==> config.mk <==
export PLATFORM = sky130hd
export DESIGN_NAME = bnn_frame_controller
export DESIGN_NICKNAME = d
export VERILOG_FILES = /design/src/rtl/bnn_ctrl_pkg.sv /design/src/rtl/bnn_frame_controller_byte_gap_timer.sv /design/src/rtl/bnn_frame_controller.sv
export SDC_FILE = /design/constraint.sdc
export NUM_CORES = 1
export LEC_CHECK = 0
export CORE_ASPECT_RATIO = 1.1
export CORE_MARGIN = 4
export CORE_UTILIZATION = 54
export DETAILED_ROUTE_END_ITERATION = 6
export GPL_TIMING_DRIVEN = 1
export HOLD_SLACK_MARGIN = 0.08
export PLACE_DENSITY = 0.84
export SYNTH_ARGS = -nofsm -noshare
export SYNTH_HDL_FRONTEND = slang
export SYNTH_HIERARCHICAL = 1
export SYNTH_SLANG_ARGS = --single-unit
==> constraint.sdc <==
create_clock -name clk -period 3.4 [get_ports clk]
set_clock_uncertainty 0.05 [all_clocks]
set_input_delay 0.34 -clock clk [delete_from_list [all_inputs] [get_ports clk]]
set_output_delay 0.34 -clock clk [all_outputs]
set_load 0.01 [all_outputs]
==> src/rtl/bnn_ctrl_pkg.sv <==
// Shared constants and types for the BNN frame controller: opcodes, frame size,
// error-bit positions and the frame FSM state encoding.
package bnn_ctrl_pkg;

  localparam int IMG_BYTE_COUNT = 113;
  localparam int BYTE_TIMEOUT   = 20000;
  localparam int RESULT_W       = 4;
  localparam int IDX_W          = 7;

  localparam logic [7:0] OP_LOAD  = 8'hA1;
  localparam logic [7:0] OP_START = 8'hA2;
  localparam logic [7:0] OP_CLEAR = 8'hA3;

  localparam int ERR_BAD_CMD  = 0;
  localparam int ERR_TIMEOUT  = 1;
  localparam int ERR_BUSY     = 2;
  localparam int ERR_CHECKSUM = 3;

  localparam logic [IDX_W-1:0] LAST_IDX = IDX_W'(IMG_BYTE_COUNT - 1);
  // Index value at which the trailing checksum byte is expected.
  localparam logic [IDX_W-1:0] CSUM_IDX = IDX_W'(IMG_BYTE_COUNT);

  typedef enum logic [1:0] {
    ST_IDLE  = 2'd0,
    ST_LOAD  = 2'd1,
    ST_INFER = 2'd2,
    ST_DONE  = 2'd3
  } frame_state_t;

  function automatic logic is_opcode(input logic [7:0] b);
    return (b == OP_LOAD) || (b == OP_START) || (b == OP_CLEAR);
  endfunction

endpackage

==> src/rtl/bnn_frame_controller_byte_gap_timer.sv <==
// Inter-byte gap counter: counts enabled cycles since the last clear and flags
// the cycle in which the TIMEOUT-th idle cycle completes.
module byte_gap_timer #(
  parameter int TIMEOUT = 20000
) (
  input  logic clk,
  input  logic rst,
  input  logic clear,
  input  logic enable,
  output logic expired
);

  localparam int CW = $clog2(TIMEOUT + 1);

  logic [CW-1:0] count;

  // Count saturates at the expiry point; the owner leaves the waiting state anyway.
  always_ff @(posedge clk) begin
    if (rst || clear) begin
      count <= '0;
    end else if (enable && !expired) begin
      count <= count + CW'(1);
    end
  end

  assign expired = enable && (count == CW'(TIMEOUT - 1));

endmodule

==> src/rtl/bnn_frame_controller.sv <==
// Command/frame sequencer between the SPI byte receiver and the BNN core.
// Optional trailing-XOR image checksum is enabled by defining IMG_CHECKSUM_EN.
module bnn_frame_controller
  import bnn_ctrl_pkg::*;
(
  input  logic                clk,
  input  logic                rst,
  input  logic [7:0]          spi_rx_data,
  input  logic                spi_byte_valid,
  output logic                byte_taken,
  output logic                rx_enable,
  output logic                img_wr_en,
  output logic [IDX_W-1:0]    img_wr_addr,
  output logic [7:0]          img_wr_data,
  output logic                bnn_start,
  input  logic                bnn_done,
  input  logic [RESULT_W-1:0] bnn_result,
  output logic [RESULT_W-1:0] result_digit,
  output logic                result_valid,
  output logic                img_loaded,
  output logic [3:0]          err_flags,
  output frame_state_t        fsm_state
);

  frame_state_t     state;
  frame_state_t     state_next;
  logic [IDX_W-1:0] idx;
  logic [3:0]       err_q;

  logic cmd_byte;
  logic op_load;
  logic op_start;
  logic op_clear;
  logic op_bad;
  logic start_ok;
  logic start_refused;
  logic load_byte;
  logic payload_byte;
  logic load_end;
  logic load_good;
  logic busy_drop;
  logic infer_done;
  logic gap_clear;
  logic gap_enable;
  logic gap_expired;
  logic timeout;

  // Handshake: spi_byte_valid is a one-cycle offer with no backpressure; the byte
  // is consumed exactly when byte_taken is high in that same cycle, otherwise lost.
  assign cmd_byte      = byte_taken && (state == ST_IDLE);
  assign op_load       = cmd_byte && (spi_rx_data == OP_LOAD);
  assign op_start      = cmd_byte && (spi_rx_data == OP_START);
  assign op_clear      = cmd_byte && (spi_rx_data == OP_CLEAR);
  assign op_bad        = cmd_byte && !is_opcode(spi_rx_data);
  assign start_ok      = op_start && img_loaded;
  assign start_refused = op_start && !img_loaded;
  assign load_byte     = byte_taken && (state == ST_LOAD);
  assign busy_drop     = spi_byte_valid && ((state == ST_INFER) || (state == ST_DONE));
  assign infer_done    = (state == ST_INFER) && bnn_done;

`ifdef IMG_CHECKSUM_EN
  logic [7:0] csum;

  always_ff @(posedge clk) begin
    if (rst || op_load) begin
      csum <= '0;
    end else if (payload_byte) begin
      csum <= csum ^ spi_rx_data;
    end
  end

  assign payload_byte = load_byte && (idx != CSUM_IDX);
  assign load_end     = load_byte && (idx == CSUM_IDX);
  assign load_good    = (spi_rx_data == csum);
`else
  assign payload_byte = load_byte;
  assign load_end     = load_byte && (idx == LAST_IDX);
  assign load_good    = 1'b1;
`endif

  // An accepted byte clears the gap counter in the same cycle, so it beats expiry.
  assign gap_enable = (state == ST_LOAD);
  assign gap_clear  = byte_taken || (state != ST_LOAD);
  assign timeout    = gap_expired && !byte_taken;

  byte_gap_timer #(
    .TIMEOUT (BYTE_TIMEOUT)
  ) u_gap_timer (
    .clk     (clk),
    .rst     (rst),
    .clear   (gap_clear),
    .enable  (gap_enable),
    .expired (gap_expired)
  );

  always_ff @(posedge clk) begin
    if (rst) begin
      state <= ST_IDLE;
    end else begin
      state <= state_next;
    end
  end

  always_comb begin
    state_next = state;
    case (state)
      ST_IDLE: begin
        if (op_load) begin
          state_next = ST_LOAD;
        end else if (start_ok) begin
          state_next = ST_INFER;
        end
      end
      ST_LOAD: begin
        if (load_end || timeout) begin
          state_next = ST_IDLE;
        end
      end
      ST_INFER: begin
        if (bnn_done) begin
          state_next = ST_DONE;
        end
      end
      ST_DONE: begin
        state_next = ST_IDLE;
      end
      default: begin
        state_next = ST_IDLE;
      end
    endcase
  end

  always_comb begin
    rx_enable  = (state == ST_IDLE) || (state == ST_LOAD);
    byte_taken = spi_byte_valid && rx_enable;
    fsm_state  = state;
    err_flags  = err_q;
  end

  always_ff @(posedge clk) begin
    if (rst) begin
      idx          <= '0;
      img_wr_en    <= 1'b0;
      img_wr_addr  <= '0;
      img_wr_data  <= '0;
      bnn_start    <= 1'b0;
      result_digit <= '0;
      result_valid <= 1'b0;
      img_loaded   <= 1'b0;
      err_q        <= '0;
    end else begin
      img_wr_en <= payload_byte;
      bnn_start <= start_ok;

      if (payload_byte) begin
        img_wr_addr <= idx;
        img_wr_data <= spi_rx_data;
        idx         <= idx + IDX_W'(1);
      end

      if (op_load) begin
        idx          <= '0;
        img_loaded   <= 1'b0;
        result_valid <= 1'b0;
      end

      if (timeout) begin
        idx                <= '0;
        img_loaded         <= 1'b0;
        err_q[ERR_TIMEOUT] <= 1'b1;
      end

      if (load_end) begin
        img_loaded <= load_good;
        if (!load_good) begin
          err_q[ERR_CHECKSUM] <= 1'b1;
        end
      end

      if (op_bad || start_refused) begin
        err_q[ERR_BAD_CMD] <= 1'b1;
      end

      if (busy_drop) begin
        err_q[ERR_BUSY] <= 1'b1;
      end

      if (op_clear) begin
        err_q        <= '0;
        img_loaded   <= 1'b0;
        result_valid <= 1'b0;
      end

      if (infer_done) begin
        result_digit <= bnn_result;
        result_valid <= 1'b1;
      end
    end
  end

endmodule
==> results.md, run 1 <==
- The cell family contributing the most delay on the critical path is compound AO/OA/AOI/OAI gates.
- The pin count of the biggest net entering global routing is 23.
- The net count reported at finish is 315.
- The period utilization is about two thirds.
- The synthesized instance count is between 200 and 300.
- The synthesized net count is around 270.
- By startpoint and endpoint, the worst setup path is classified as register to register.
- The cell sitting at the root of the clock tree is a sky130_fd_sc_hd__clkbuf_8.
- Of the total power, combinational logic draws under 10%.
- The switching power as a share of total power is approximately a fifth.
- The count of clock tree sinks is 50.
- Routability-driven placement finished with a final weighted congestion of 0.9503.
- The floorplan die height is 75.32 um.
- Clock latency on the worst-skew pair, taken at its later pin, is ~0.29 ns.
- No sink is reached through more buffers than the 2 on the longest clock path.
- The sequential power share is between 60% and 70%.
- In the routed layout, each cell is associated on average with a via count of about 5.5.
- The worst vdd rail ir drop is 0.2004 mV.
- The min-delay analysis places its worst path in the category register to register.
- The average wire per cell in the routed design is ~14 um.
- The register clock-pin slew on the reported worst setup and hold paths is approximately 0.08 ns.
- The count of boundary I/O pins is 47.
- The total number of H-tree levels is 2.
- For the pin with the worst max-slew slack, the measured transition is between 0.9 and 1 ns.
- The worst setup margin is about 1.1 ns.
- Yosys mapped a number of flops with a built-in enable equal to 0.
- At the end of the flow the core is filled with cells to 69.13%.
- The core region is between 0.003 and 0.004 mm^2.
- Summed over all nets, the half-perimeter wirelength after detailed placement is ~3500 um.
- The worst pin sits at a relative slew slack of a little under two fifths.
- After detailed routing, the number of remaining DRC violations is 0.
- The count of cell types in the netlist is 48.
- The detailed-route via count is around 1,900.
- STA puts the critical path data arrival time at about 2.4 ns.
- Traced cell by cell, the critical path runs through ha_1, nand4bb_1, o41ai_2, or4_1, a21oi_2.
- The global route total overflow is 0.
- From synthesis to final layout, the design area changed by 23.17%.
- The number of cell rows is 24.
- The largest single stage delay on the critical path is ~0.89 ns.
- The total count of max-transition violations in the final report is 0.
- After layout, the design draws a total of around 960 uW.
- The clock tree from TritonCTS is yes.
- The hold violation total from the final report is 0.
- The switching power is ~200 uW.
- In this run, synthesis produced a sequential element count of 50.
- The combined area of the multi-input logic cells is ~0.0011 mm^2.
- Setup repair after global routing left no endpoint under its margin.
- The busiest metal layer after global routing is met2.
- The minimum period implied by the final worst setup slack is around 2.3 ns.
- Buffers placed on the I/O ports in this run total between 40 and 50.
- The detail route stage leaves a number of antenna-violating nets equal to 0.
- The slowest stage cell on the critical path is sky130_fd_sc_hd__o41ai_2.
- Across the run, the number of max-cap violations was 0.
- The number of warnings issued by yosys is 6.
- The filler cell count in the final layout is approximately 340.
- The met2 usage in global routing is ~34%.
- The initial utilization of the core area, before any placement, comes to a little under three fifths.
- The post-CTS setup repair buffer count is 0.
- STA classifies the critical path startpoint as a register.
- The total standard cell area after synthesis is 0.002225 mm^2.
- The category of the worst setup path capture point is a register.
- The via count of the first global-routing pass is 1,791.
- A synthesized cell averages around 8.7 um^2.
- In this run, CTS created clock tree buffers numbering 5.
- Global routing used between 10% and 20% of the available tracks across all layers.
- After routing, the total negative slack on setup checks comes to 0 ns.
- Prior to clock tree synthesis, the placed netlist has a worst setup slack of 1.157 ns.
- Summed over all cells, the static leakage comes to roughly 0.00094 uW.
- The setup-violating endpoint count in the final report is 0.
- In the synthesized netlist the async set-or-reset flop fraction comes to 0%.
- The initial DRC count is 69.
- The total area of sequential cells is roughly 0.0010 mm^2.
- Global routing consumed, on the met3 layer, between 5 and 6% of the routing resources.
- After detailed routing, the total wire length is roughly 4700 um.
- The upper clock frequency limit is between 0.4 and 0.5 GHz.
- The post-cts sizing count is 0.
- The die area is 0.005211 mm^2.
- The number of detailed-routing iterations run before antenna repair is 4.
- Data on the critical path is required at its endpoint by 3.53 ns.
- The register area share after synthesis is 44.99%.
- The met1 usage in global routing is ~22%.
- For this design, the CTS-stage hold fixing added 0 buffers.
- The first global-routing pass estimated between 8000 and 9000 um of wire.
- The width of the die is a little under 70 um.
- For this run, the leading register cell type out of synthesis is sky130_fd_sc_hd__dfxtp_1.
- The largest driver fanout on the critical path is 11.
- The ratio of cells with drive above 1 in the final layout is around 7.5%.
- The number of antenna violations at the first check in global routing is 0.
- Dividing total power by cell area gives a power density of approximately 350 mW/mm^2.
- The antenna diode count is 0.
- The share of total power in the clock network is between 30% and 40%.
- The internal power of the cells is 766.6 uW.
- The buffer and inverter count on the worst path is 0.
- The flow ran to the end, and the final reports show no timing, DRC or antenna violations.
==> worst paths after layout <==
check	from	end	slack, ns	cells after the start
min	img_wr_addr[1]$_SDFFE_PP0P_	img_wr_addr[1]$_SDFFE_PP0P_	0.41	2
max reg2reg	u_gap_timer/count[0]$_SDFFE_PP0P_	u_gap_timer/count[5]$_SDFFE_PP0P_	1.13	5
max	u_gap_timer/count[0]$_SDFFE_PP0P_	u_gap_timer/count[5]$_SDFFE_PP0P_	1.13	5
min reg2reg	img_wr_addr[1]$_SDFFE_PP0P_	img_wr_addr[1]$_SDFFE_PP0P_	0.41	2
==> worst register-to-register path: stages, from the launching register on <==
cell and delay, ns:
sky130_fd_sc_hd__dfxtp_1 0.47, sky130_fd_sc_hd__ha_1 0.30, sky130_fd_sc_hd__nand4bb_1 0.17, sky130_fd_sc_hd__o41ai_2 0.89
sky130_fd_sc_hd__or4_1 0.23, sky130_fd_sc_hd__a21oi_2 0.05
==> synthesized netlist by cell type, drive strengths merged (2+ instances only) <==
cell	count	area [um^2]
nand2b	2	12.51
nor4	5	37.53
or3	6	37.54
mux2i	4	40.04
ha	3	37.54
a21oi	26	133.9
a31oi	2	12.51
nand4	8	50.05
nand4b	2	32.53
a21o	2	15.01
clkbuf	5	18.77
xnor2	9	78.83
buf	7	71.31
inv	8	30.03
and3b	2	17.52
nand3	9	50.05
dfxtp	50	1001
xor2	4	35.03
nor2b	2	12.51
nor2	27	106.4
nor3	5	25.02
nand2	44	167.7
nand3b	2	18.77
o21ai	6	30.03
==> metal layers <==
metal  part of all wire [%]  up-vias
met4                    2.7        0
li1                       -      953
met1                     43      873
met5                      0        -
met3                    6.5       13
met2                     48       53
==> metrics by stage <==
step | instance area, um^2 | cells | hold slack [ns]
finish | 2740 | 347 | 0.4057
global placement | 2658 | 341 | 0.3939
global route | 2740 | 347 | 0.4312
floorplan | 2225 | 255 | 0.4012
CTS | 2740 | 347 | 0.4089
detailed placement | 2658 | 341 | 0.3972
==> sequential cells by signal, summed over array words and instances (netlist names), 2 cells and up <==
signal,cells
result_digit,4
idx,7
fsm_state,2
u_gap_timer/count,15
img_wr_addr,7
img_wr_data,8
err_flags,3
==> logic make-up (layout without fill, tap and decap cells) <==
family	after synthesis	after routing	share of synthesized area, %
XOR/XNOR	13	13	5.118
AND/OR/NAND/NOR	122	122	29.13
buffers and inverters	20	60	5.399
flip-flops	50	50	44.99
multiplexers	4	4	1.800
AO/OA/AOI/OAI	42	42	11.70
other	1	1	0.1686
adder cells (fa/ha/maj)	3	3	1.687
==> power by group through the flow <==
stage	clock network, uW	registers [uW]	logic, uW
floorplan	0	601	17.4
global placement	0	600	42.2
detailed placement	0	600	42.6
CTS	346	587	42.8
global route	369	587	45.9
finish	335	586	42.5
==> layout by cell type, fill, tap and decap left out, types with 4 or more instances in the layout <==
master	instances
sky130_fd_sc_hd__dfxtp_1	50
sky130_fd_sc_hd__clkdlybuf4s50_1	45
sky130_fd_sc_hd__nand2_1	43
sky130_fd_sc_hd__a21oi_1	25
sky130_fd_sc_hd__nor2_1	25
sky130_fd_sc_hd__xnor2_1	9
sky130_fd_sc_hd__inv_1	8
sky130_fd_sc_hd__nand4_1	8
sky130_fd_sc_hd__nand3_1	8
sky130_fd_sc_hd__or3_1	6
sky130_fd_sc_hd__clkbuf_8	6
sky130_fd_sc_hd__nor3_1	5
sky130_fd_sc_hd__mux2i_1	4
sky130_fd_sc_hd__xor2_1	4
sky130_fd_sc_hd__nor4_1	4
sky130_fd_sc_hd__o21ai_1	4
==> cell type report <==
class / instances / share of cell area [%]
Sequential cell: 50 / 36.53
Clock buffer: 6 / 3.014
Inverter: 8 / 1.096
Tap cell: 52 / 2.374
Timing Repair Buffer: 46 / 16.71
Multi-Input combinational cell: 185 / 40.27
(Power assumes the default switching activity.)
==> run 2: changes to the inputs <==
--- a/config.mk
+++ b/config.mk
@@ -7,11 +7,11 @@
 export LEC_CHECK = 0
 export CORE_ASPECT_RATIO = 1.1
 export CORE_MARGIN = 4
-export CORE_UTILIZATION = 54
+export CORE_UTILIZATION = 50
 export DETAILED_ROUTE_END_ITERATION = 6
 export GPL_TIMING_DRIVEN = 1
 export HOLD_SLACK_MARGIN = 0.08
-export PLACE_DENSITY = 0.84
+export PLACE_DENSITY = 0.79
 export SYNTH_ARGS = -nofsm -noshare
 export SYNTH_HDL_FRONTEND = slang
 export SYNTH_HIERARCHICAL = 1
==> constraint.sdc (replaced) <==
create_clock -name clk -period 2.09 [get_ports clk]
set_clock_uncertainty 0.05 [all_clocks]
set_input_delay 0.209 -clock clk [delete_from_list [all_inputs] [get_ports clk]]
set_output_delay 0.209 -clock clk [all_outputs]
set_load 0.01 [all_outputs]
==> run 2 against run 1 <==
- first-iteration DRC count up 59%
- sequential share of layout area down 0.97 points
- critical path type is now input pin to output pin
- setup slack worse by 0.94 ns
- cell count up 3.7%
==> results.md, run 2 (same netlist as run 1, synthesis figures left out) <==
- The run finished with clean final reports.
- The core region is roughly 0.0043 mm^2.
- The via count of the first global-routing pass is between 1,500 and 2,000.
- Setup repair after global routing left no endpoint under its margin.
- Together, buffers and inverters on the worst path number 3.
- On the critical path, the stage with the largest delay is an instance of sky130_fd_sc_hd__clkdlybuf4s50_1.
- The deepest clock path buffer count is 2.
- Ranked by flip-flop count, first place goes to u_gap_timer/count.
- The total area of sequential cells is 0.001001 mm^2.
- Leaving out fill and tap cells, the most frequent cell in the layout is sky130_fd_sc_hd__dfxtp_1.
- In this design, the stage delay of the slowest critical-path cell is approximately 0.66 ns.
- The detailed-route via count is 1,972.
- The number of flip-flops under the largest register name is 15.
- The area of placed instances is 0.002728 mm^2.
- In this run the horizontal extent of the chip is slightly above 70 um.
- The worst register-to-register path has a setup slack of 0.24 ns.
- Summed over all layers, the global routing overflow is 0.
- The number of antenna violations at the first check in global routing came to 0.
- The routed wire length is between 4000 and 5000 um.
- Derived from the worst setup path, the maximum achievable clock frequency is around 0.53 GHz.
- The switching power is between 300 and 400 uW.
- The critical path goes through clkdlybuf4s50_1, nand2b_1, inv_1, clkdlybuf4s50_1.
- In the final layout, the registers with the most flip-flops are u_gap_timer/count x15, img_wr_data x8.
- In the layout the commonest cells are 50 x sky130_fd_sc_hd__dfxtp_1, 45 x sky130_fd_sc_hd__clkdlybuf4s50_1, 43 x sky130_fd_sc_hd__nand2_1, 25 x sky130_fd_sc_hd__a21oi_1, 25 x sky130_fd_sc_hd__nor2_1.
- The length in cells of the worst reg-to-reg path is 8.
- The post-detailed-route via-to-cell ratio is 5.478.
- Data on the critical path arrives at its endpoint at about 1.6 ns.
- The die area is around 0.0056 mm^2.
- The CTS buffer count is 5.
- The number of remaining DRC errors is 0.
- The total count of max-transition violations in the final report is 0.
- Cells with a size suffix above 1 make up 10.78% of the layout.
- The global-route wire length before repair is ~8500 um.
- The total number of H-tree levels is 2.
- The path class of the tightest hold or removal check is register to register.
- The period utilization is 90.65%.
- Max-cap violations in this run came to 0.
- Along the worst path, the maximum fanout reaches 9.
- The count of nets left with antenna violations once routing finished came out at 0.
- The cell family contributing the most delay on the critical path is buffers and inverters.
- Clock-pin slew was measured on the worst setup and hold paths at around 0.09 ns.
- Summing all non-filler instances in the final layout gives an area of between 0.002 and 0.003 mm^2.
- The pin count of the biggest net entering global routing is 19.
- The worst-case IR drop observed on VDD is 0.4599 mV.
- The combined area of the multi-input logic cells is around 0.0011 mm^2.
- The overall global routing resource usage is a little under a fifth.
- The number of buffers inserted for hold repair after clock tree synthesis is 0.
- The most frequent cell on the critical path is sky130_fd_sc_hd__clkdlybuf4s50_1.
- The clock network accounts for 34.9% of the total power.
- STA classifies the critical path endpoint as an output pin.
- The switching power as a share of total power is a little over a fifth.
- The antenna diode count is 0.
- The post-CTS setup repair buffer count is 0.
- The clock latency at the later pin of the worst-skew pair is roughly 0.30 ns.
- The final total negative setup slack is 0 ns.
- The number of detailed-routing iterations run before antenna repair is 4.
- In this run the worst setup path begins at spi_byte_valid.
- The hold violation total from the final report is 0.
- The element type at the critical path start is an input pin.
- The final RePlAce weighted congestion is ~0.79.
- The clock tree from TritonCTS is yes.
- Internal power comes to roughly 1200 uW.
- The count of cell instances traversed by the critical path is 4.
- For the worst setup path, the data required time is ~1.8 ns.
- The count of clock tree sinks is 50.
- The post-cts sizing count is 0.
- For this block, the initial DRC count from the detailed router was 110.
- The wire-length estimate of the detail-placed layout is ~3600 um.
- The share of total power dissipated in sequential elements is roughly three fifths.
- From bottom edge to top edge, the die measures just under 80 um.
- The endpoint of the lowest-slack register-to-register path is fsm_state[0]$_SDFFE_PP0P_.
- The count of buffers added on input and output ports is 45.
- The clock period could shrink to 1.895 ns.
- The number of cell rows is 25.
- At the end of the flow, the number of nets in the layout was 324.
- The power share of the combinational group is 4.6%.
- The static leakage is just under 0.001 uW.
- The finished layout holds 360 standard cells, fillers aside.
- The post-placement cell count is approximately 350.
- The average wire per cell in the routed design is about 13 um.
- The launch instance of the worst register-to-register path is u_gap_timer/count[0]$_SDFFE_PP0P_.
- Setup violations remaining at the end of the flow were counted as 0.
- Fill cells in the final layout number 367.
- The clock tree root driver cell is sky130_fd_sc_hd__clkbuf_8.
- The total power density per cell area is around 560 mW/mm^2.
- Following the worst setup path forward leads to its endpoint at byte_taken.
- For this configuration, the core starts out at a cell density of roughly 52%.
- The critical path is of the input pin to output pin type.
- Compared with the post-synthesis result, the final layout area differs by 26.55%.
- The count of boundary I/O pins is 47.
## run 2: how the worst min path moves through the flow
stage                                      from                     endpoint  slack [ns]  cells past startpoint
floorplan                        spi_rx_data[0]    result_valid$_SDFFE_PP0P_        0.27                      1
global placement    img_wr_data[6]$_SDFFE_PP0P_  img_wr_data[6]$_SDFFE_PP0P_        0.39                      2
detailed placement  img_wr_addr[3]$_SDFFE_PP0P_  img_wr_addr[3]$_SDFFE_PP0P_        0.40                      2
CTS                 img_wr_addr[3]$_SDFFE_PP0P_  img_wr_addr[3]$_SDFFE_PP0P_        0.41                      2
global route                     spi_rx_data[7]  img_wr_data[7]$_SDFFE_PP0P_        0.42                      3
finish              img_wr_addr[3]$_SDFFE_PP0P_  img_wr_addr[3]$_SDFFE_PP0P_        0.41                      2
## run 2: cell type report
type                            instances  share of cell area (%)
Multi-Input combinational cell        185                   39.20
Sequential cell                        50                   35.56
Inverter                                8                   1.067
Timing Repair Buffer                   55                   18.67
Clock buffer                            5                   2.444
Clock inverter                          3                  0.6667
Tap cell                               54                   2.400
## run 2: worst min-delay path: stages, from the launching register on
cell and delay, ns:
sky130_fd_sc_hd__dfxtp_1 0.32, sky130_fd_sc_hd__nand2_1 0.05, sky130_fd_sc_hd__a21oi_1 0.05
## run 2: power by group through the flow
stage | Sequential [uW] | Combinational, uW | Clock, uW
finish | 954 | 72.1 | 549
floorplan | 977 | 28.3 | 0
global placement | 977 | 70.8 | 0
CTS | 954 | 72.4 | 562
detailed placement | 976 | 72.3 | 0
global route | 955 | 77.9 | 605
## run 2: per-layer routing
metal / part of all wire [%] / global-route usage, %
met2: 50 / 33.27
met4: 0.93 / 5.827
met1: 41 / 21.26
met5: 0 / 0
met3: 7.6 / 6.865
## run 2: through the flow
stage | hold slack, ns | setup WS (ns) | util (%) | total power [uW]
global placement | 0.3913 | 0.1975 | 63.65 | 1047
global route | 0.4200 | 0.009189 | 65.69 | 1638
CTS | 0.4086 | 0.1894 | 65.69 | 1589
detailed placement | 0.3961 | 0.1912 | 63.65 | 1049
floorplan | 0.2702 | 0.3393 | - | 1006
finish | 0.4062 | 0.1955 | 65.69 | 1575
